## src/rtl/match_controller_pkg.sv

```systemverilog
// match_controller_pkg: shared constants and types for the round/match
// sequencer. FSM state codes, round/match winner codes, health width and the
// idle player-input code, alongside the game-wide INPUT_DEPTH/STATE_DEPTH.
package match_controller_pkg;

  localparam int INPUT_DEPTH  = 5;
  localparam int STATE_DEPTH  = 3;
  localparam int HEALTH_DEPTH = 7;

  // Player input code meaning "no button pressed"
  localparam logic [INPUT_DEPTH-1:0] NOTHING = '0;

  typedef enum logic [STATE_DEPTH-1:0] {
    ST_IDLE       = 3'd0,
    ST_PLAYER_RST = 3'd1,
    ST_COUNTDOWN  = 3'd2,
    ST_FIGHT      = 3'd3,
    ST_KO         = 3'd4,
    ST_MATCH_OVER = 3'd5
  } match_state_t;

  typedef enum logic [1:0] {
    WIN_NONE = 2'b00,
    WIN_P1   = 2'b01,
    WIN_P2   = 2'b10,
    WIN_DRAW = 2'b11
  } winner_t;

  // Round-win counter stops at 3 instead of wrapping
  function automatic logic [1:0] sat_inc_wins(input logic [1:0] w);
    return (w == 2'd3) ? w : w + 2'd1;
  endfunction

  // Round number stops at 15 instead of wrapping
  function automatic logic [3:0] sat_inc_round(input logic [3:0] r);
    return (r == 4'd15) ? r : r + 4'd1;
  endfunction

endpackage

```

## src/rtl/match_controller_hit.sv

```systemverilog
// hit_edge_counter: one player's health bar. Samples the opponent's
// attack-connected signal on qualifying frames, counts only a 0->1 change
// between consecutive samples, and removes DAMAGE per counted hit, stopping
// at zero. health_next exposes the value that will be registered so the
// sequencer can end the round on the same edge the health reaches zero.
module hit_edge_counter #(
  parameter int HEALTH_DEPTH = 7,
  parameter int MAX_HEALTH   = 100,
  parameter int DAMAGE       = 10
) (
  input  logic                    sys_clk,
  input  logic                    rst,
  input  logic                    load,
  input  logic                    sample,
  input  logic                    connects,
  output logic [HEALTH_DEPTH-1:0] health,
  output logic [HEALTH_DEPTH-1:0] health_next
);

  localparam logic [HEALTH_DEPTH-1:0] FULL = HEALTH_DEPTH'(MAX_HEALTH);
  localparam logic [HEALTH_DEPTH-1:0] DMG  = HEALTH_DEPTH'(DAMAGE);

  logic                    prev_reg;
  logic [HEALTH_DEPTH-1:0] health_reg;
  logic                    hit;

  assign hit    = sample & connects & ~prev_reg;
  assign health = health_reg;

  // Next health: refill on load, otherwise saturating subtract on a hit
  always_comb begin
    health_next = health_reg;
    if (load) begin
      health_next = FULL;
    end else if (hit) begin
      health_next = (health_reg <= DMG) ? '0 : health_reg - DMG;
    end
  end

  // Connect history is forgotten on load so each round starts un-armed-free
  always_ff @(posedge sys_clk or negedge rst) begin
    if (!rst) begin
      prev_reg   <= 1'b0;
      health_reg <= FULL;
    end else begin
      if (load) begin
        prev_reg <= 1'b0;
      end else if (sample) begin
        prev_reg <= connects;
      end
      health_reg <= health_next;
    end
  end

endmodule

```

## src/rtl/match_controller.sv

```systemverilog
// match_controller: round/match sequencer above game_logic. Holds game_logic
// in reset between rounds, gates player inputs, turns attack-connected pulses
// into health, round wins and a match winner, and runs countdown / KO hold /
// match-over sequencing for the HUD.
// Optional build macro ROUND_TIMER_EN adds a per-round seconds timer and the
// timer_sec output; when undefined rounds end only by KO.
module match_controller #(
  parameter int MAX_HEALTH       = 100,
  parameter int HEALTH_DEPTH     = match_controller_pkg::HEALTH_DEPTH,
  parameter int DAMAGE           = 10,
  parameter int ROUNDS_TO_WIN    = 2,
  parameter int COUNTDOWN_FRAMES = 180,
  parameter int KO_FRAMES        = 120,
  parameter int RESET_CYCLES     = 4
`ifdef ROUND_TIMER_EN
  ,
  parameter int FRAMES_PER_SEC   = 60,
  parameter int ROUND_SECONDS    = 99
`endif
) (
  input  logic                    sys_clk,
  input  logic                    rst,
  input  logic                    frame_tick,
  input  logic                    start,
  input  logic                    done_gen,
  input  logic                    p1_connects,
  input  logic                    p2_connects,
  output logic                    game_rst_n,
  output logic                    inputs_enable,
  output logic [HEALTH_DEPTH-1:0] p1_health,
  output logic [HEALTH_DEPTH-1:0] p2_health,
  output logic [1:0]              p1_wins,
  output logic [1:0]              p2_wins,
  output logic [3:0]              round_num,
  output logic [2:0]              match_state,
  output logic [1:0]              winner
`ifdef ROUND_TIMER_EN
  ,
  output logic [6:0]              timer_sec
`endif
);

  import match_controller_pkg::*;

  localparam int CNT_W = 16;
  localparam logic [CNT_W-1:0] RST_LAST = CNT_W'(RESET_CYCLES - 1);
  localparam logic [CNT_W-1:0] CD_LAST  = CNT_W'(COUNTDOWN_FRAMES - 1);
  localparam logic [CNT_W-1:0] KO_LAST  = CNT_W'(KO_FRAMES - 1);
  localparam logic [1:0]       WINS_TARGET = 2'(ROUNDS_TO_WIN);

  match_state_t      state_reg;
  winner_t           winner_reg;
  winner_t           round_result;
  logic              game_rst_n_reg;
  logic              inputs_enable_reg;
  logic [1:0]        p1_wins_reg;
  logic [1:0]        p2_wins_reg;
  logic [3:0]        round_reg;
  logic [CNT_W-1:0]  cnt_reg;

  logic              health_load;
  logic              fight_sample;
  logic              fight_tick;
  logic              round_ko;
  logic              round_end;
  logic [1:0]        attacker_connects;
  logic [HEALTH_DEPTH-1:0] health_q [2];
  logic [HEALTH_DEPTH-1:0] health_n [2];

  assign health_load  = (state_reg == ST_PLAYER_RST);
  assign fight_tick   = (state_reg == ST_FIGHT) & frame_tick;
  assign fight_sample = fight_tick & done_gen;

  // Index = victim: p1's bar (0) is hit by p2, p2's bar (1) is hit by p1
  assign attacker_connects = {p1_connects, p2_connects};

  generate
    for (genvar gi = 0; gi < 2; gi++) begin : gen_player
      hit_edge_counter #(
        .HEALTH_DEPTH (HEALTH_DEPTH),
        .MAX_HEALTH   (MAX_HEALTH),
        .DAMAGE       (DAMAGE)
      ) u_hit (
        .sys_clk     (sys_clk),
        .rst         (rst),
        .load        (health_load),
        .sample      (fight_sample),
        .connects    (attacker_connects[gi]),
        .health      (health_q[gi]),
        .health_next (health_n[gi])
      );
    end
  endgenerate

  assign round_ko = fight_sample && ((health_n[0] == '0) || (health_n[1] == '0));

`ifdef ROUND_TIMER_EN
  localparam logic [CNT_W-1:0] SEC_LAST = CNT_W'(FRAMES_PER_SEC - 1);

  logic [6:0]       timer_reg;
  logic [CNT_W-1:0] sec_cnt_reg;
  logic             timer_expire;

  // Expiry is the tick that takes the timer from 1 to 0
  assign timer_expire = fight_tick && (sec_cnt_reg == SEC_LAST) && (timer_reg == 7'd1);
  assign round_end    = round_ko | timer_expire;
  assign timer_sec    = timer_reg;

  // Seconds timer: loaded while players reset, counts down only in FIGHT
  always_ff @(posedge sys_clk or negedge rst) begin
    if (!rst) begin
      timer_reg   <= '0;
      sec_cnt_reg <= '0;
    end else if (state_reg == ST_PLAYER_RST) begin
      timer_reg   <= 7'(ROUND_SECONDS);
      sec_cnt_reg <= '0;
    end else if (fight_tick) begin
      if (sec_cnt_reg == SEC_LAST) begin
        sec_cnt_reg <= '0;
        if (timer_reg != 7'd0) begin
          timer_reg <= timer_reg - 7'd1;
        end
      end else begin
        sec_cnt_reg <= sec_cnt_reg + 1'b1;
      end
    end
  end
`else
  assign round_end = round_ko;
`endif

  // Round result from post-update health: a zeroed bar is always the lower
  // one, so KO and time-out share the same higher-health-wins rule
  always_comb begin
    round_result = WIN_DRAW;
    if (health_n[0] > health_n[1]) begin
      round_result = WIN_P1;
    end else if (health_n[0] < health_n[1]) begin
      round_result = WIN_P2;
    end
  end

  // Round/match sequencer with registered HUD and game_logic control outputs
  always_ff @(posedge sys_clk or negedge rst) begin
    if (!rst) begin
      state_reg         <= ST_IDLE;
      game_rst_n_reg    <= 1'b0;
      inputs_enable_reg <= 1'b0;
      p1_wins_reg       <= 2'd0;
      p2_wins_reg       <= 2'd0;
      round_reg         <= 4'd0;
      winner_reg        <= WIN_NONE;
      cnt_reg           <= '0;
    end else begin
      case (state_reg)
        ST_IDLE, ST_MATCH_OVER: begin
          if (start) begin
            state_reg         <= ST_PLAYER_RST;
            round_reg         <= 4'd1;
            p1_wins_reg       <= 2'd0;
            p2_wins_reg       <= 2'd0;
            cnt_reg           <= '0;
            game_rst_n_reg    <= 1'b0;
            inputs_enable_reg <= 1'b0;
          end
        end
        ST_PLAYER_RST: begin
          winner_reg <= WIN_NONE;
          if (cnt_reg == RST_LAST) begin
            state_reg      <= ST_COUNTDOWN;
            cnt_reg        <= '0;
            game_rst_n_reg <= 1'b1;
          end else begin
            cnt_reg <= cnt_reg + 1'b1;
          end
        end
        ST_COUNTDOWN: begin
          if (frame_tick) begin
            if (cnt_reg == CD_LAST) begin
              state_reg         <= ST_FIGHT;
              cnt_reg           <= '0;
              inputs_enable_reg <= 1'b1;
            end else begin
              cnt_reg <= cnt_reg + 1'b1;
            end
          end
        end
        ST_FIGHT: begin
          if (round_end) begin
            state_reg         <= ST_KO;
            cnt_reg           <= '0;
            inputs_enable_reg <= 1'b0;
            winner_reg        <= round_result;
            if (round_result == WIN_P1) begin
              p1_wins_reg <= sat_inc_wins(p1_wins_reg);
            end
            if (round_result == WIN_P2) begin
              p2_wins_reg <= sat_inc_wins(p2_wins_reg);
            end
          end
        end
        ST_KO: begin
          if (frame_tick) begin
            if (cnt_reg == KO_LAST) begin
              cnt_reg <= '0;
              if (p1_wins_reg == WINS_TARGET) begin
                state_reg  <= ST_MATCH_OVER;
                winner_reg <= WIN_P1;
              end else if (p2_wins_reg == WINS_TARGET) begin
                state_reg  <= ST_MATCH_OVER;
                winner_reg <= WIN_P2;
              end else begin
                state_reg      <= ST_PLAYER_RST;
                round_reg      <= sat_inc_round(round_reg);
                game_rst_n_reg <= 1'b0;
              end
            end else begin
              cnt_reg <= cnt_reg + 1'b1;
            end
          end
        end
        default: begin
          state_reg         <= ST_IDLE;
          game_rst_n_reg    <= 1'b0;
          inputs_enable_reg <= 1'b0;
        end
      endcase
    end
  end

  assign game_rst_n    = game_rst_n_reg;
  assign inputs_enable = inputs_enable_reg;
  assign p1_health     = health_q[0];
  assign p2_health     = health_q[1];
  assign p1_wins       = p1_wins_reg;
  assign p2_wins       = p2_wins_reg;
  assign round_num     = round_reg;
  assign match_state   = state_reg;
  assign winner        = winner_reg;

endmodule

```

## config.mk

```make
export PLATFORM = sky130hd
export DESIGN_NAME = match_controller
export DESIGN_NICKNAME = d
export VERILOG_FILES = /design/src/rtl/match_controller_pkg.sv /design/src/rtl/match_controller_hit.sv /design/src/rtl/match_controller.sv
export SDC_FILE = /design/constraint.sdc
export NUM_CORES = 1
export LEC_CHECK = 0
export ABC_AREA = 1
export BUFFER_PORTS_ARGS = -buffer_cell sky130_fd_sc_hd__buf_4
export CAP_MARGIN = 15
export CORE_MARGIN = 2
export CORE_UTILIZATION = 35
export DETAILED_ROUTE_END_ITERATION = 10
export GPL_ROUTABILITY_DRIVEN = 1
export PLACE_DENSITY_LB_ADDON = 0.05
export SLEW_MARGIN = 20
export SYNTH_ARGS = -nofsm -noshare
export SYNTH_HDL_FRONTEND = slang
export SYNTH_HIERARCHICAL = 1
export SYNTH_SLANG_ARGS = --single-unit
```

## constraint.sdc

```tcl
create_clock -name sys_clk -period 6.3 [get_ports sys_clk]
set_clock_uncertainty 0.15 [all_clocks]
set_input_delay 0.945 -clock sys_clk [delete_from_list [all_inputs] [get_ports sys_clk]]
set_output_delay 0.945 -clock sys_clk [all_outputs]
set_load 0.01 [all_outputs]
```

==> results.sh <==
export IMPL_internal_power_uw=691.1
export IMPL_clk_latency_ns=0.30
export IMPL_hold_viol_final=0
export IMPL_cts_root_buf="clkbuf_8"
export IMPL_avgSynthCellArea_um2=6.834
export IMPL_drt_iter0_drc=157
export IMPL_via_per_inst=4.733
export IMPL_post_route_period_util_pct=58.48
export IMPL_nets=585
export IMPL_layout_min_cycle_time_ns=3.685
export IMPL_cts_buffers_inserted=5
export IMPL_die_h_um=105.7
export IMPL_wl_per_cell_um=13.05
export IMPL_p_per_area_nw_per_um2=338.4
export IMPL_tightest_slew_ns=0.7417
export IMPL_ios=36
export IMPL_grt_usage_pct=17.12
export IMPL_ys_seq_elements=47
export IMPL_crit_required_ns=6.39
export IMPL_first_pass_iters=4
export IMPL_cts_clk_slew_worst_paths_ns=0.10
export IMPL_ys_warn_count=6
export IMPL_place_congestion=0.7947
export IMPL_rsz0062_at_grt="false"
export IMPL_grt_pass1_wl_mm=15.60
export IMPL_cp_max_fo=17
export IMPL_p_seq_share_pct=31.4
export IMPL_synth_seq_area_share_pct=32.68
export IMPL_synth_nets=552
export IMPL_overflow=0
export IMPL_p_leak_uw=0.002107
export IMPL_comb_power_share_pct=54.9
export IMPL_power_uw=1379
export IMPL_ant_nets=0
export IMPL_synth_cell_types=36
export IMPL_end_kind="flop"
export IMPL_clk_path_buf_depth=2
export IMPL_post_cts_resized=0
export IMPL_routed_wl_mm=9.138
export IMPL_setup_violations=0
export IMPL_setup_tns_ns=0
export IMPL_row_count=37
export IMPL_hp_class="flop to flop"
export IMPL_hpwl_mm=6.799
export IMPL_fmax_ghz=0.2714
export IMPL_initial_core_util_pct=35.57
export IMPL_synth_most_common_cell="nand2_1"
export IMPL_grt_max_degree=48
export IMPL_drv_cap=0
export IMPL_power_switching_uw=688.3
export IMPL_syn_to_final_growth_pct=12.54
export IMPL_antenna_cells=0
export IMPL_final_layout_size_suffix_gt1_share_pct=16.31
export IMPL_p_clk_share_pct=13.7
export IMPL_grt_pass1_vias=3191
export IMPL_async_reset_ff_share_pct=100.0
export IMPL_ff2ff_setup_slack_ns=2.62
export IMPL_relSlewSlack_pct=50.39
export IMPL_ctsHtreeMaxLevel=2
export IMPL_synth_flop_cell="dfrtp_1"
export IMPL_crit_type="flop to flop"
export IMPL_status="completed"
export IMPL_dpl_cell_area_um2=3991
export IMPL_die_area_um2=11180
export IMPL_antenna_found_initial=0
export IMPL_synth_edf_count=0
export IMPL_final_area_um2=4076
export IMPL_crit_path_start_kind="flop"
export IMPL_irDropWorstVdd_v=0.0002236
export IMPL_post_cts_buffers=0
export IMPL_swShare_pct=49.90
export IMPL_drc_errors=0
export IMPL_clock_sinks=47
export IMPL_holdWs_ns=0.3556
export IMPL_io_buffers=35
export IMPL_critPathArrivalTime_ns=3.78
export IMPL_synth_cells=530
export IMPL_fin_util_pct=40.02
export IMPL_synthDominantCellAreaShare_pct=28.32
export IMPL_die_x_um=105.7
export IMPL_drv_slew=0
export IMPL_holdBufCountCts=0
export IMPL_ys_top_cells_by_area="dfrtp_1, nand2_1, nand3_1"
export IMPL_core_area_um2=10180
export IMPL_syn_area_um2=3622
export IMPL_synth_commonest_cells="nand2_1, nand3_1, inv_1, nor2_1, dfrtp_1"
export IMPL_cts_tree="built"
export IMPL_largest_reg_flops=16
export IMPL_dr_total_vias=3313
export IMPL_synth_largest_area_cell="dfrtp_1"
[worst paths after layout]
| check | start | to | cells after the start |
|---|---|---|---|
| max in group asynchronous | rst | cnt_reg[13] | 1 |
| max reg2reg | match_state[2] | cnt_reg[7] | 21 |
| max | match_state[2] | cnt_reg[7] | 21 |
| min | winner[0] | winner[0] | 2 |
| min reg2reg | winner[0] | winner[0] | 2 |
| min in group asynchronous | rst | gen_player[0].u_hit/health[3] | 1 |
[power by group through the flow]
stage          Sequential, µW  Combinational, µW  Clock, µW
6_report                  433                757        189
5_1_grt                   445                861        207
4_1_cts                   434                769        198
3_5_place_dp              439                767          0
3_3_place_gp              439                767          0
2_1_floorplan             441                555          0
[per-stage QoR]
stage                     instances  setup WS [ns]
after floorplan                 530          3.203
after global routing            700          2.106
final                           700          2.615
after global placement          692          2.624
after CTS                       700          2.566
after detailed placement        692          2.579
[routing by layer]
metal / up-vias / GRT usage, % / routed length (µm)
li1: 1749 / - / -
met3: 6 / 2.226 / 266
met2: 49 / 27.10 / 4029
met5: - / 0 / 0
met1: 1509 / 24.86 / 4754
met4: 0 / 3.853 / 89
[cells in the final DEF, fill, tap and decap left out, types with 2 or more instances in the layout]
| master | netlist | routed |
|---|---|---|
| dfstp_2 | 6 | 6 |
| clkbuf_8 | 0 | 5 |
| o21bai_1 | 3 | 3 |
| ha_1 | 15 | 15 |
| nor2_4 | 4 | 4 |
| nor3_1 | 3 | 3 |
| xor2_1 | 13 | 13 |
| nand2_2 | 10 | 10 |
| a31oi_1 | 4 | 4 |
| buf_4 | 1 | 36 |
| or2_2 | 2 | 2 |
| nand3_2 | 2 | 2 |
| dfrtp_1 | 41 | 41 |
| o21a_1 | 2 | 2 |
| nand2_4 | 5 | 5 |
| o21ai_1 | 3 | 3 |
| inv_2 | 6 | 6 |
| nor2_1 | 56 | 56 |
| nand3_1 | 61 | 61 |
| nand4_1 | 13 | 13 |
| nand2_1 | 180 | 180 |
| inv_1 | 57 | 57 |
| o21ai_0 | 12 | 12 |
| o21ai_2 | 3 | 3 |
| o211ai_1 | 4 | 4 |
| nor2_2 | 5 | 5 |
| a21oi_1 | 3 | 3 |
[cells by family after synthesis]
logic type	after synthesis	share of synthesized area, %
AO/OA/AOI/OAI	35	6.217
XOR/XNOR	13	3.143
adder cells (fa/ha/maj)	15	5.181
buffers and inverters	73	8.497
flip-flops	47	32.68
AND/OR/NAND/NOR	347	44.28
[worst max-delay path, stage by stage (launching register included)]
cell	delay (ns)
dfrtp_1	0.53
nor2_4	0.22
inv_2	0.08
nor2_8	0.17
inv_2	0.11
nor2_1	0.44
nand2_2	0.15
nor2_4	0.18
nand3_2	0.15
nand2_2	0.13
nor2_1	0.08
inv_1	0.09
nand2_1	0.06
nor2_1	0.09
nand2_1	0.07
nand2_1	0.07
nand2_1	0.12
nand2_4	0.11
nand2_2	0.07
nor2_4	0.36
nand2_1	0.11
nand2_1	0.07
[layout make-up]
class                      count  area, µm²
fill                        1132       6108
sequential                    47       1184
inverter                      63      236.5
tap                          136      170.2
timing repair buffer          36      270.3
clock inverter                 2      12.51
clock buffer                   6      72.57
multi-input combinational    410       2131
(Power assumes the default switching activity.)
